**config.mk**
```make
export PLATFORM = sky130hd
export DESIGN_NAME = sfx_sequencer_flat
export DESIGN_NICKNAME = d
export VERILOG_FILES = /design/src/rtl/sfx_sequencer_if.sv /design/src/rtl/sfx_sequencer.sv /design/src/flat_wrapper.sv
export SDC_FILE = /design/constraint.sdc
export NUM_CORES = 1
export LEC_CHECK = 0
export CORE_ASPECT_RATIO = 0.9
export CORE_MARGIN = 2
export CORE_UTILIZATION = 45
export DETAILED_ROUTE_END_ITERATION = 10
export PLACE_DENSITY = 0.63
export SYNTH_ARGS = -nofsm -noshare
export SYNTH_HDL_FRONTEND = slang
export SYNTH_SLANG_ARGS = --single-unit
```
**constraint.sdc**
```tcl
create_clock -name clk -period 6.1 [get_ports clk]
set_input_delay 1.525 -clock clk [delete_from_list [all_inputs] [get_ports clk]]
set_output_delay 1.525 -clock clk [all_outputs]
set_load 0.05 [all_outputs]
```
**src/rtl/sfx_sequencer_if.sv**
```systemverilog
// Game-event / tone bus between the game FSM (master) and the sound-effect sequencer (slave).
// Events are plain levels sampled every clock; there is no valid/ready handshake on this bus.
interface sfx_sequencer_if;
    logic       ev_start;
    logic       ev_score;
    logic       ev_lose;
    logic       mute;
    logic [3:0] note_code;
    logic       busy;
    logic       q_full;
    logic [7:0] drop_cnt;
    logic [1:0] dbg_state;

    modport master (
        output ev_start, ev_score, ev_lose, mute,
        input  note_code, busy, q_full, drop_cnt, dbg_state
    );

    modport slave (
        input  ev_start, ev_score, ev_lose, mute,
        output note_code, busy, q_full, drop_cnt, dbg_state
    );
endinterface

```
**src/rtl/sfx_sequencer.sv**
```systemverilog
// Sound-effect sequencer: queues game-event edges in a small FIFO and plays each as a fixed note melody.
// Optional macro SFX_LOSE_PREEMPT_EN: a lose edge flushes the queue and aborts the current melody.
module sfx_sequencer #(
    parameter int unsigned NOTE_TICKS = 16_777_216,
    parameter int unsigned GAP_TICKS  = 1_048_576,
    parameter int unsigned QDEPTH     = 4
) (
    input  logic           clk,
    input  logic           rst_n,
    sfx_sequencer_if.slave bus
);
    localparam int PW = $clog2(QDEPTH);
    localparam logic [PW:0] QDEPTH_C  = QDEPTH[PW:0];
    localparam logic [31:0] NOTE_LAST = NOTE_TICKS - 1;
    localparam logic [31:0] GAP_LAST  = GAP_TICKS - 1;
    localparam logic [1:0]  ID_START  = 2'd1;
    localparam logic [1:0]  ID_SCORE  = 2'd2;
    localparam logic [1:0]  ID_LOSE   = 2'd3;

    typedef enum logic [1:0] {S_IDLE, S_LOAD, S_NOTE, S_GAP} state_t;

    logic          prev_start_q, prev_score_q, prev_lose_q;
    logic          rise_start, rise_score, rise_lose;
    logic          push, accept, pop, preempt, fifo_full, fifo_nonempty;
    logic [1:0]    push_id, head_id, n_rise, over_drop, n_drop;
    logic [1:0]    mem_q [QDEPTH];
    logic [PW-1:0] wr_ptr_q, rd_ptr_q;
    logic [PW:0]   count_q, count_d;
    logic          q_full_q;
    logic [7:0]    drop_cnt_q;
    logic [8:0]    drop_sum;

    state_t        state_q;
    logic [1:0]    id_q;
    logic [2:0]    idx_q, idx_next;
    logic [31:0]   tick_q;
    logic [3:0]    note_q;
    logic          busy_q;

    function automatic logic [3:0] rom(input logic [1:0] id, input logic [2:0] idx);
        logic [3:0] code;
        code = 4'd0;
        case (id)
            ID_START: if (idx < 3'd5) code = {1'b0, idx} + 4'd1;
            ID_SCORE: if (idx < 3'd3) code = {1'b0, idx[1:0], 1'b1};
            ID_LOSE:  if (idx < 3'd5) code = 4'd5 - {1'b0, idx};
            default:  code = 4'd0;
        endcase
        return code;
    endfunction

    assign rise_start = bus.ev_start & ~prev_start_q;
    assign rise_score = bus.ev_score & ~prev_score_q;
    assign rise_lose  = bus.ev_lose  & ~prev_lose_q;

    assign push    = rise_start | rise_score | rise_lose;
    assign push_id = rise_lose ? ID_LOSE : (rise_start ? ID_START : ID_SCORE);

`ifdef SFX_LOSE_PREEMPT_EN
    assign preempt = rise_lose;
`else
    assign preempt = 1'b0;
`endif

    assign fifo_full     = (count_q == QDEPTH_C);
    assign fifo_nonempty = (count_q != '0);
    // A preempting lose replaces the whole queue, so the LOAD it forces must not pop anything stale.
    assign pop     = (state_q == S_LOAD) && !preempt;
    assign accept  = push && (preempt || !fifo_full || pop);
    assign head_id = mem_q[rd_ptr_q];

    assign n_rise    = {1'b0, rise_start} + {1'b0, rise_score} + {1'b0, rise_lose};
    assign over_drop = (n_rise != 2'd0) ? n_rise - 2'd1 : 2'd0;
    assign n_drop    = over_drop + {1'b0, push && !accept};
    assign drop_sum  = {1'b0, drop_cnt_q} + {7'd0, n_drop};

    always_comb begin
        count_d = count_q;
        if (preempt) begin
            count_d = {{PW{1'b0}}, 1'b1};
        end else begin
            if (accept) count_d = count_d + 1'b1;
            if (pop)    count_d = count_d - 1'b1;
        end
    end

    always_ff @(posedge clk) begin
        if (preempt)     mem_q[rd_ptr_q] <= ID_LOSE;
        else if (accept) mem_q[wr_ptr_q] <= push_id;
    end

    // History regs reset high so a level already asserted at reset release is not an event.
    always_ff @(posedge clk or negedge rst_n) begin
        if (!rst_n) begin
            prev_start_q <= 1'b1;
            prev_score_q <= 1'b1;
            prev_lose_q  <= 1'b1;
            wr_ptr_q     <= '0;
            rd_ptr_q     <= '0;
            count_q      <= '0;
            q_full_q     <= 1'b0;
            drop_cnt_q   <= 8'd0;
        end else begin
            prev_start_q <= bus.ev_start;
            prev_score_q <= bus.ev_score;
            prev_lose_q  <= bus.ev_lose;
            if (preempt) begin
                wr_ptr_q <= rd_ptr_q + 1'b1;
            end else begin
                if (accept) wr_ptr_q <= wr_ptr_q + 1'b1;
                if (pop)    rd_ptr_q <= rd_ptr_q + 1'b1;
            end
            count_q    <= count_d;
            q_full_q   <= (count_d == QDEPTH_C);
            drop_cnt_q <= drop_sum[8] ? 8'hFF : drop_sum[7:0];
        end
    end

    assign idx_next = idx_q + 3'd1;

    always_ff @(posedge clk or negedge rst_n) begin
        if (!rst_n) begin
            state_q <= S_IDLE;
            id_q    <= 2'd0;
            idx_q   <= 3'd0;
            tick_q  <= 32'd0;
            note_q  <= 4'd0;
            busy_q  <= 1'b0;
        end else if (preempt) begin
            state_q <= S_LOAD;
            tick_q  <= 32'd0;
            note_q  <= 4'd0;
            busy_q  <= 1'b1;
        end else begin
            case (state_q)
                S_IDLE: begin
                    note_q <= 4'd0;
                    if (fifo_nonempty) begin
                        state_q <= S_LOAD;
                        tick_q  <= 32'd0;
                        busy_q  <= 1'b1;
                    end
                end
                S_LOAD: begin
                    id_q    <= head_id;
                    idx_q   <= 3'd0;
                    tick_q  <= 32'd0;
                    state_q <= S_NOTE;
                    note_q  <= bus.mute ? 4'd0 : rom(head_id, 3'd0);
                end
                S_NOTE: begin
                    // Re-evaluated every cycle so mute/unmute takes effect on the next clock.
                    if (tick_q == NOTE_LAST) begin
                        state_q <= S_GAP;
                        tick_q  <= 32'd0;
                        note_q  <= 4'd0;
                    end else begin
                        tick_q <= tick_q + 32'd1;
                        note_q <= bus.mute ? 4'd0 : rom(id_q, idx_q);
                    end
                end
                S_GAP: begin
                    note_q <= 4'd0;
                    if (tick_q == GAP_LAST) begin
                        tick_q <= 32'd0;
                        idx_q  <= idx_next;
                        if (rom(id_q, idx_next) == 4'd0) begin
                            state_q <= fifo_nonempty ? S_LOAD : S_IDLE;
                            busy_q  <= fifo_nonempty;
                        end else begin
                            state_q <= S_NOTE;
                            note_q  <= bus.mute ? 4'd0 : rom(id_q, idx_next);
                        end
                    end else begin
                        tick_q <= tick_q + 32'd1;
                    end
                end
                default: begin
                    state_q <= S_IDLE;
                    busy_q  <= 1'b0;
                    note_q  <= 4'd0;
                end
            endcase
        end
    end

    assign bus.note_code = note_q;
    assign bus.busy      = busy_q;
    assign bus.q_full    = q_full_q;
    assign bus.drop_cnt  = drop_cnt_q;
    assign bus.dbg_state = state_q;
endmodule
```
**src/flat_wrapper.sv**
```systemverilog
// flat-port wrapper written by rule: the top's interface ports become plain ports
module sfx_sequencer_flat 
#(
    parameter int unsigned NOTE_TICKS = 16_777_216,
    parameter int unsigned GAP_TICKS  = 1_048_576,
    parameter int unsigned QDEPTH     = 4
)
  (clk, rst_n, bus_ev_start, bus_ev_score, bus_ev_lose, bus_mute, bus_note_code, bus_busy, bus_q_full, bus_drop_cnt, bus_dbg_state);
  sfx_sequencer_if bus_i ();
  input  logic clk;
  input  logic rst_n;
  input wire logic [$bits(bus_i.ev_start)-1:0] bus_ev_start;
  input wire logic [$bits(bus_i.ev_score)-1:0] bus_ev_score;
  input wire logic [$bits(bus_i.ev_lose)-1:0] bus_ev_lose;
  input wire logic [$bits(bus_i.mute)-1:0] bus_mute;
  output wire logic [$bits(bus_i.note_code)-1:0] bus_note_code;
  output wire logic [$bits(bus_i.busy)-1:0] bus_busy;
  output wire logic [$bits(bus_i.q_full)-1:0] bus_q_full;
  output wire logic [$bits(bus_i.drop_cnt)-1:0] bus_drop_cnt;
  output wire logic [$bits(bus_i.dbg_state)-1:0] bus_dbg_state;
  assign bus_i.ev_start = bus_ev_start;
  assign bus_i.ev_score = bus_ev_score;
  assign bus_i.ev_lose = bus_ev_lose;
  assign bus_i.mute = bus_mute;
  assign bus_note_code = bus_i.note_code;
  assign bus_busy = bus_i.busy;
  assign bus_q_full = bus_i.q_full;
  assign bus_drop_cnt = bus_i.drop_cnt;
  assign bus_dbg_state = bus_i.dbg_state;
  sfx_sequencer #(.NOTE_TICKS(NOTE_TICKS), .GAP_TICKS(GAP_TICKS), .QDEPTH(QDEPTH)) u_core (.clk(clk), .rst_n(rst_n), .bus(bus_i));
endmodule
```
==> results.sh <==
export IMPL_synth_seq_area_share=0.434
export IMPL_dr_wl_met3_um=352
export IMPL_insertion_delay_ns=0.37
export IMPL_grt_overflow=0
export IMPL_gp_congestion=0.870
export IMPL_ys_warn_count=0
export IMPL_antenna_found_initial=0
export IMPL_worst_hold_startpoint="u_core.tick_q[31]"
export IMPL_ys_types=61
export IMPL_area_delta_synth_final_pct=11.5
export IMPL_nFillCells=853
export IMPL_fmax_ghz=0.252
export IMPL_final_layout_size_suffix_gt1_frac=0.0893
export IMPL_wl_met1_um=4450
export IMPL_fin_crit_ns=3.96
export IMPL_rr_endpoint="u_core.tick_q[8]"
export IMPL_dpl_hpwl_um=5920
export IMPL_hold_buffers=0
export IMPL_ir_worst_vdd_uv=244
export IMPL_die_area_sq_um=10100
export IMPL_synth_nets=465
export IMPL_nets=482
export IMPL_htree_levels=3
export IMPL_worstMarginPinSlew_ns=0.850
export IMPL_cp_max_fo=5
export IMPL_r2r_cells=6
export IMPL_clock_sinks=71
export IMPL_cts_tree="built"
export IMPL_power_density_nw_per_um2=266
export IMPL_total_power_mw=1.25
export IMPL_netlist_instances=437
export IMPL_drtAntennaViolNets=0
export IMPL_cts_resized=0
export IMPL_hold_path_class="reg2reg"
export IMPL_regArea_sq_um=1820
export IMPL_cts_buffers=9
export IMPL_ioPinCount=22
export IMPL_vias_per_cell=5.72
export IMPL_hold_depth=1
export IMPL_postCtsSetupBuffers=0
export IMPL_ctsRootBufferMaster="clkbuf_8"
export IMPL_fp_coreArea_sq_um=9080
export IMPL_status="completed"
export IMPL_core_rowCount=33
export IMPL_fp_dieH_um=95.6
export IMPL_fin_setup_tns_ns=0
export IMPL_arrival_ns=4.21
export IMPL_hold_viol_final=0
export IMPL_cts_clk_slew_worst_paths_ns=0.09
export IMPL_wl_met2_um=3940
export IMPL_grt_pass1_wl_um=15300
export IMPL_top_layer_used="met4"
export IMPL_antenna_cells=0
export IMPL_syn_area_sq_um=4200
export IMPL_r2r_start="u_core.tick_q[25]"
export IMPL_critPathLaunchType="input pin"
export IMPL_track_usage=0.192
export IMPL_synth_edf_count=8
export IMPL_cts_buffer_depth=2
export IMPL_cp_end_kind="flop"
export IMPL_rsz0062_at_grt="false"
export IMPL_wl_um=8860
export IMPL_first_pass_iters=4
export IMPL_start_util=0.462
export IMPL_fin_crit_sh=0.650
export IMPL_ys_ff_latch=71
export IMPL_max_cap_violations=0
export IMPL_hold_slack_ns=0.490
export IMPL_grt_pass1_vias=3121
export IMPL_drv_slew=0
export IMPL_dr_first_iter_drc_count=222
export IMPL_port_buffers=21
export IMPL_routed_via_count=3322
export IMPL_fp_dieW_um=106
export IMPL_avgSynthCellArea_sq_um=9.60
export IMPL_multi_input_area_sq_um=2210
export IMPL_worstPathRequired_ns=6.35
export IMPL_min_to="u_core.tick_q[31]"
export IMPL_fin_skew_ns=0.0129
export IMPL_finalSetupViolCount=0
export IMPL_crit_type="in2reg"
export IMPL_r2r_slack_ns=3.02
export IMPL_power_leakage_nw=1.98
export IMPL_drc=0
export IMPL_synthArstFlopShare=0.887
export IMPL_routedWlPerCell_um=15.3
export IMPL_synth_ff_type="dfrtp_1"
export IMPL_slew_headroom=0.430
export IMPL_grt_max_degree=64
==> cell type report <==
class	count	area share
sequential	71	0.389
tap	122	0.0326
multi-input combinational	328	0.472
clock inverter	7	0.0150
inverter	20	0.0160
timing repair buffer	24	0.0487
clock buffer	9	0.0265
==> power by group <==
group	switching, mW	total, mW	internal, mW
Combinational	0.176	0.292	0.117
Sequential	0.0423	0.575	0.532
Clock	0.217	0.379	0.162
==> registers in the layout, summed over array words and instances (netlist names), 3 cells and up <==
register / count
u_core.bus.drop_cnt: 8
u_core.bus.note_code: 4
u_core.count_q: 3
u_core.idx_q: 3
u_core.mem_q: 8
u_core.tick_q: 32
==> synth_stat cells (8+ instances only) <==
master | n | area (sq um)
nor2_1 | 13 | 48.8
a21o_1 | 8 | 60.1
dfrtp_1 | 60 | 1500
a21oi_1 | 22 | 110
ha_1 | 20 | 250
o21ai_0 | 26 | 130
inv_1 | 20 | 75.1
nor3_1 | 9 | 45.0
nand2b_1 | 10 | 62.6
xnor2_1 | 13 | 114
edfxtp_1 | 8 | 240
nand3_1 | 24 | 120
clkbuf_1 | 11 | 41.3
nand4_1 | 11 | 68.8
nand2_1 | 49 | 184
a31oi_1 | 16 | 100
nor2b_1 | 9 | 56.3
==> layout by cell type, fill, tap and decap left out, types with 3 or more instances in the layout <==
master	n
and4_1	7
and3_1	7
a22o_1	4
and2_1	5
ha_1	20
inv_8	4
a21o_1	8
or4_1	5
nand4_1	11
nor2_1	13
nor3_1	8
xnor2_1	13
or4_4	3
nor4_1	7
a31oi_1	16
o21ai_0	26
buf_4	3
clkdlybuf4s50_1	20
dfstp_2	3
o211ai_1	5
a21oi_1	22
edfxtp_1	8
mux2i_1	4
inv_1	20
clkbuf_8	9
nand2_1	49
o41ai_1	4
nand2b_1	10
nor2b_1	9
nand3_1	24
dfrtp_1	60
or3_1	4
==> stage by stage <==
stage                     setup WS [ns]  area (sq um)   util  cells
final                              2.14          4680  0.515    581
after global routing               1.94          4680  0.515    581
after CTS                          2.12          4680  0.515    581
after detailed placement           1.72          4480  0.494    565
after global placement             1.78          4480  0.494    565
after floorplan                    2.38          4200      -    437
==> routing by layer <==
layer,vias up,GRT usage
met2,61,0.300
met3,11,0.0424
met1,1597,0.266
li1,1653,-
met5,-,0
met4,0,0.0636
==> worst max-delay path by stage <==
stage	startpoint	to	slack (ns)	cells past startpoint
floorplan	bus_ev_lose	u_core.bus.drop_cnt[6]	2.38	10
global placement	bus_ev_lose	u_core.bus.drop_cnt[5]	1.78	10
detailed placement	bus_ev_lose	u_core.bus.drop_cnt[5]	1.72	10
CTS	bus_ev_lose	u_core.bus.drop_cnt[0]	2.12	10
global route	bus_ev_lose	u_core.bus.drop_cnt[5]	1.94	10
finish	bus_ev_lose	u_core.bus.drop_cnt[3]	2.14	10
==> cell families (layout without fill, tap and decap cells) <==
group | count (synthesis) | in the layout | share of synthesized area
AO/OA/AOI/OAI | 109 | 109 | 0.170
XOR/XNOR | 16 | 16 | 0.0367
adder cells (fa/ha/maj) | 22 | 22 | 0.0692
buffers and inverters | 38 | 60 | 0.0423
flip-flops | 71 | 71 | 0.434
multiplexers | 6 | 6 | 0.0203
AND/OR/NAND/NOR | 175 | 175 | 0.228
==> worst max-delay path, stage by stage <==
cell	delay [ns]
clkdlybuf4s50_1	0.47
nor2b_1	0.31
fa_1	0.49
nor2b_1	0.12
ha_1	0.23
ha_1	0.20
fa_1	0.42
and3_1	0.21
nand3_1	0.17
nand2_1	0.07
Note: power is estimated with default switching activity, not from simulation.
==> variant (same flow settings) <==
Reset style: synchronous (`rst_n`), changed in 2 clocked blocks.
--- a/src/rtl/sfx_sequencer.sv
+++ b/src/rtl/sfx_sequencer.sv
@@ -92,3 +92,3 @@
     // History regs reset high so a level already asserted at reset release is not an event.
-    always_ff @(posedge clk or negedge rst_n) begin
+    always_ff @(posedge clk) begin
         if (!rst_n) begin
@@ -120,3 +120,3 @@
 
-    always_ff @(posedge clk or negedge rst_n) begin
+    always_ff @(posedge clk) begin
         if (!rst_n) begin
Function: differs if rst_n is asserted again (counterexample within 4 cycles, from zero or initial values and one cycle with rst_n low); with rst_n held inactive, the same outputs for 10 cycles.
==> variant against the original RTL <==
  * Power grew 4.6%
  * Sequential share of layout area shrank 4.9 points
  * Sequential cell count grew 2
  * Cell area shrank 3.1%
  * Setup slack lost 0.063 ns
  * Routed wire length shrank 5.0%
  * Critical path depth grew 2
  * Final cell count grew 6.9%
  * Synthesized cell count grew 11%
  * Synthesized area shrank 2.1%
  * Critical path type unchanged
  * Largest cell class unchanged
  * Largest power group unchanged
==> variant: results (changes against the original RTL) <==
* Power per unit of standard cell area: 287 nW/um^2 (was 266 nW/um^2)
* Via count of the first global-routing pass: 3,123 (was 3,121)
* Global Route Usage Sum: 0.182 (was 0.192)
- The static leakage is 0.00171 uW (was 0.00198 uW).
- The fill cell total of the finished layout was 891 (was 853).
- Met1 GRT Util: 0.234 (was 0.266)
- First-pass GRT wire length: 14,600 microns (was 15,300 microns)
- Layout Nets: 522 (was 482)
- Share of final-layout standard cells stronger than drive strength 1: 0.0621 (was 0.0893)
- The share of final layout cell area taken by non-clock buffers was 0.0480 (was 0.0487).
- M3 GR Usage: 0.0518 (was 0.0424)
* End-of-flow core utilization: 0.504 (was 0.515)
- The final weighted congestion in routability-driven placement came to 0.795 (was 0.870).
* Multi-input gate count: 369 (was 328)
- Portion of synthesized cell area occupied by the leading cell type: 0.317 (was 0.358)
* Hpwl dp: 5770 microns (was 5920 microns)
* Biggest area contributors in the synthesized netlist: dfxtp_1, ha_1, edfxtp_1 (was dfrtp_1, ha_1, edfxtp_1)
- The switching power of the nets is 485 uW (was 435 uW).
- The worst-case clock skew came to 0.0123 ns (was 0.0129 ns).
- The delay of the slowest critical-path stage came to 0.59 ns (was 0.49 ns).
* Outcome: completed (unchanged)
- The critical path arrival came to 4.29 ns (was 4.21 ns).
* Post-detailed-route wirelength per cell: 13.6 microns (was 15.3 microns)
- Slew @ Worst Pin: 0.684 ns (was 0.850 ns)
- The sequential cell area in the final layout is 1540 sq um (was 1820 sq um).
* Vias per cell: 5.48 (was 5.72)
- Non-clock inverters: 19 (was 20)
* First-pass DRT Iterations: 5 (was 4)
- The pin count of the biggest net entering global routing was 26 (was 64).
variant: cell count changes after synthesis, moves of 6 or more:
cell	unedited run	this run
nand4_1	11	5
or3_1	4	13
nor2_1	13	44
dfrtp_1	60	0
nand3_1	24	30
nand2_1	49	55
and2_1	5	12
dfxtp_1	0	65
o21ai_1	0	12
o21ai_0	26	14
variant: cell families after synthesis:
group / after synthesis / synth area share
AND/OR/NAND/NOR: 225 / 0.295
AO/OA/AOI/OAI: 100 / 0.153
flip-flops: 73 / 0.375
buffers and inverters: 43 / 0.0502
adder cells (fa/ha/maj): 22 / 0.0706
XOR/XNOR: 14 / 0.0298
multiplexers: 8 / 0.0265
variant: path summary, 6_finish.rpt:
kind,start,endpoint,slack [ns],cells past startpoint
setup reg to reg,u_core.idx_q[0],u_core.bus.busy,2.87,10
hold / removal,u_core.tick_q[31],u_core.tick_q[31],0.47,2
hold reg to reg,u_core.tick_q[31],u_core.tick_q[31],0.47,2
setup / recovery,bus_ev_lose,u_core.bus.drop_cnt[7],2.07,12
variant: worst reg2reg max path: stages, from the launching register on:
cell	delay [ns]
dfxtp_1	0.60
clkinv_1	0.36
ha_1	0.54
inv_1	0.15
ha_1	0.23
nand3b_1	0.16
a211oi_1	0.28
o31ai_1	0.15
nor4_2	0.33
mux2i_1	0.23
a21oi_1	0.08
variant: power groups by stage:
stage | sequential [uW] | clock, uW | combinational (uW)
floorplan | 593 | 0 | 275
global placement | 586 | 0 | 355
detailed placement | 587 | 0 | 362
CTS | 576 | 380 | 363
global route | 583 | 398 | 409
finish | 576 | 365 | 361
variant: per-layer routing:
metal  up-vias  wire length, microns  share of wire
li1       1752                     -              -
met5         -                     0              0
met1      1595                  4110           0.49
met4         0                    75         0.0089
met2        52                  3920           0.47
met3         7                   319          0.038
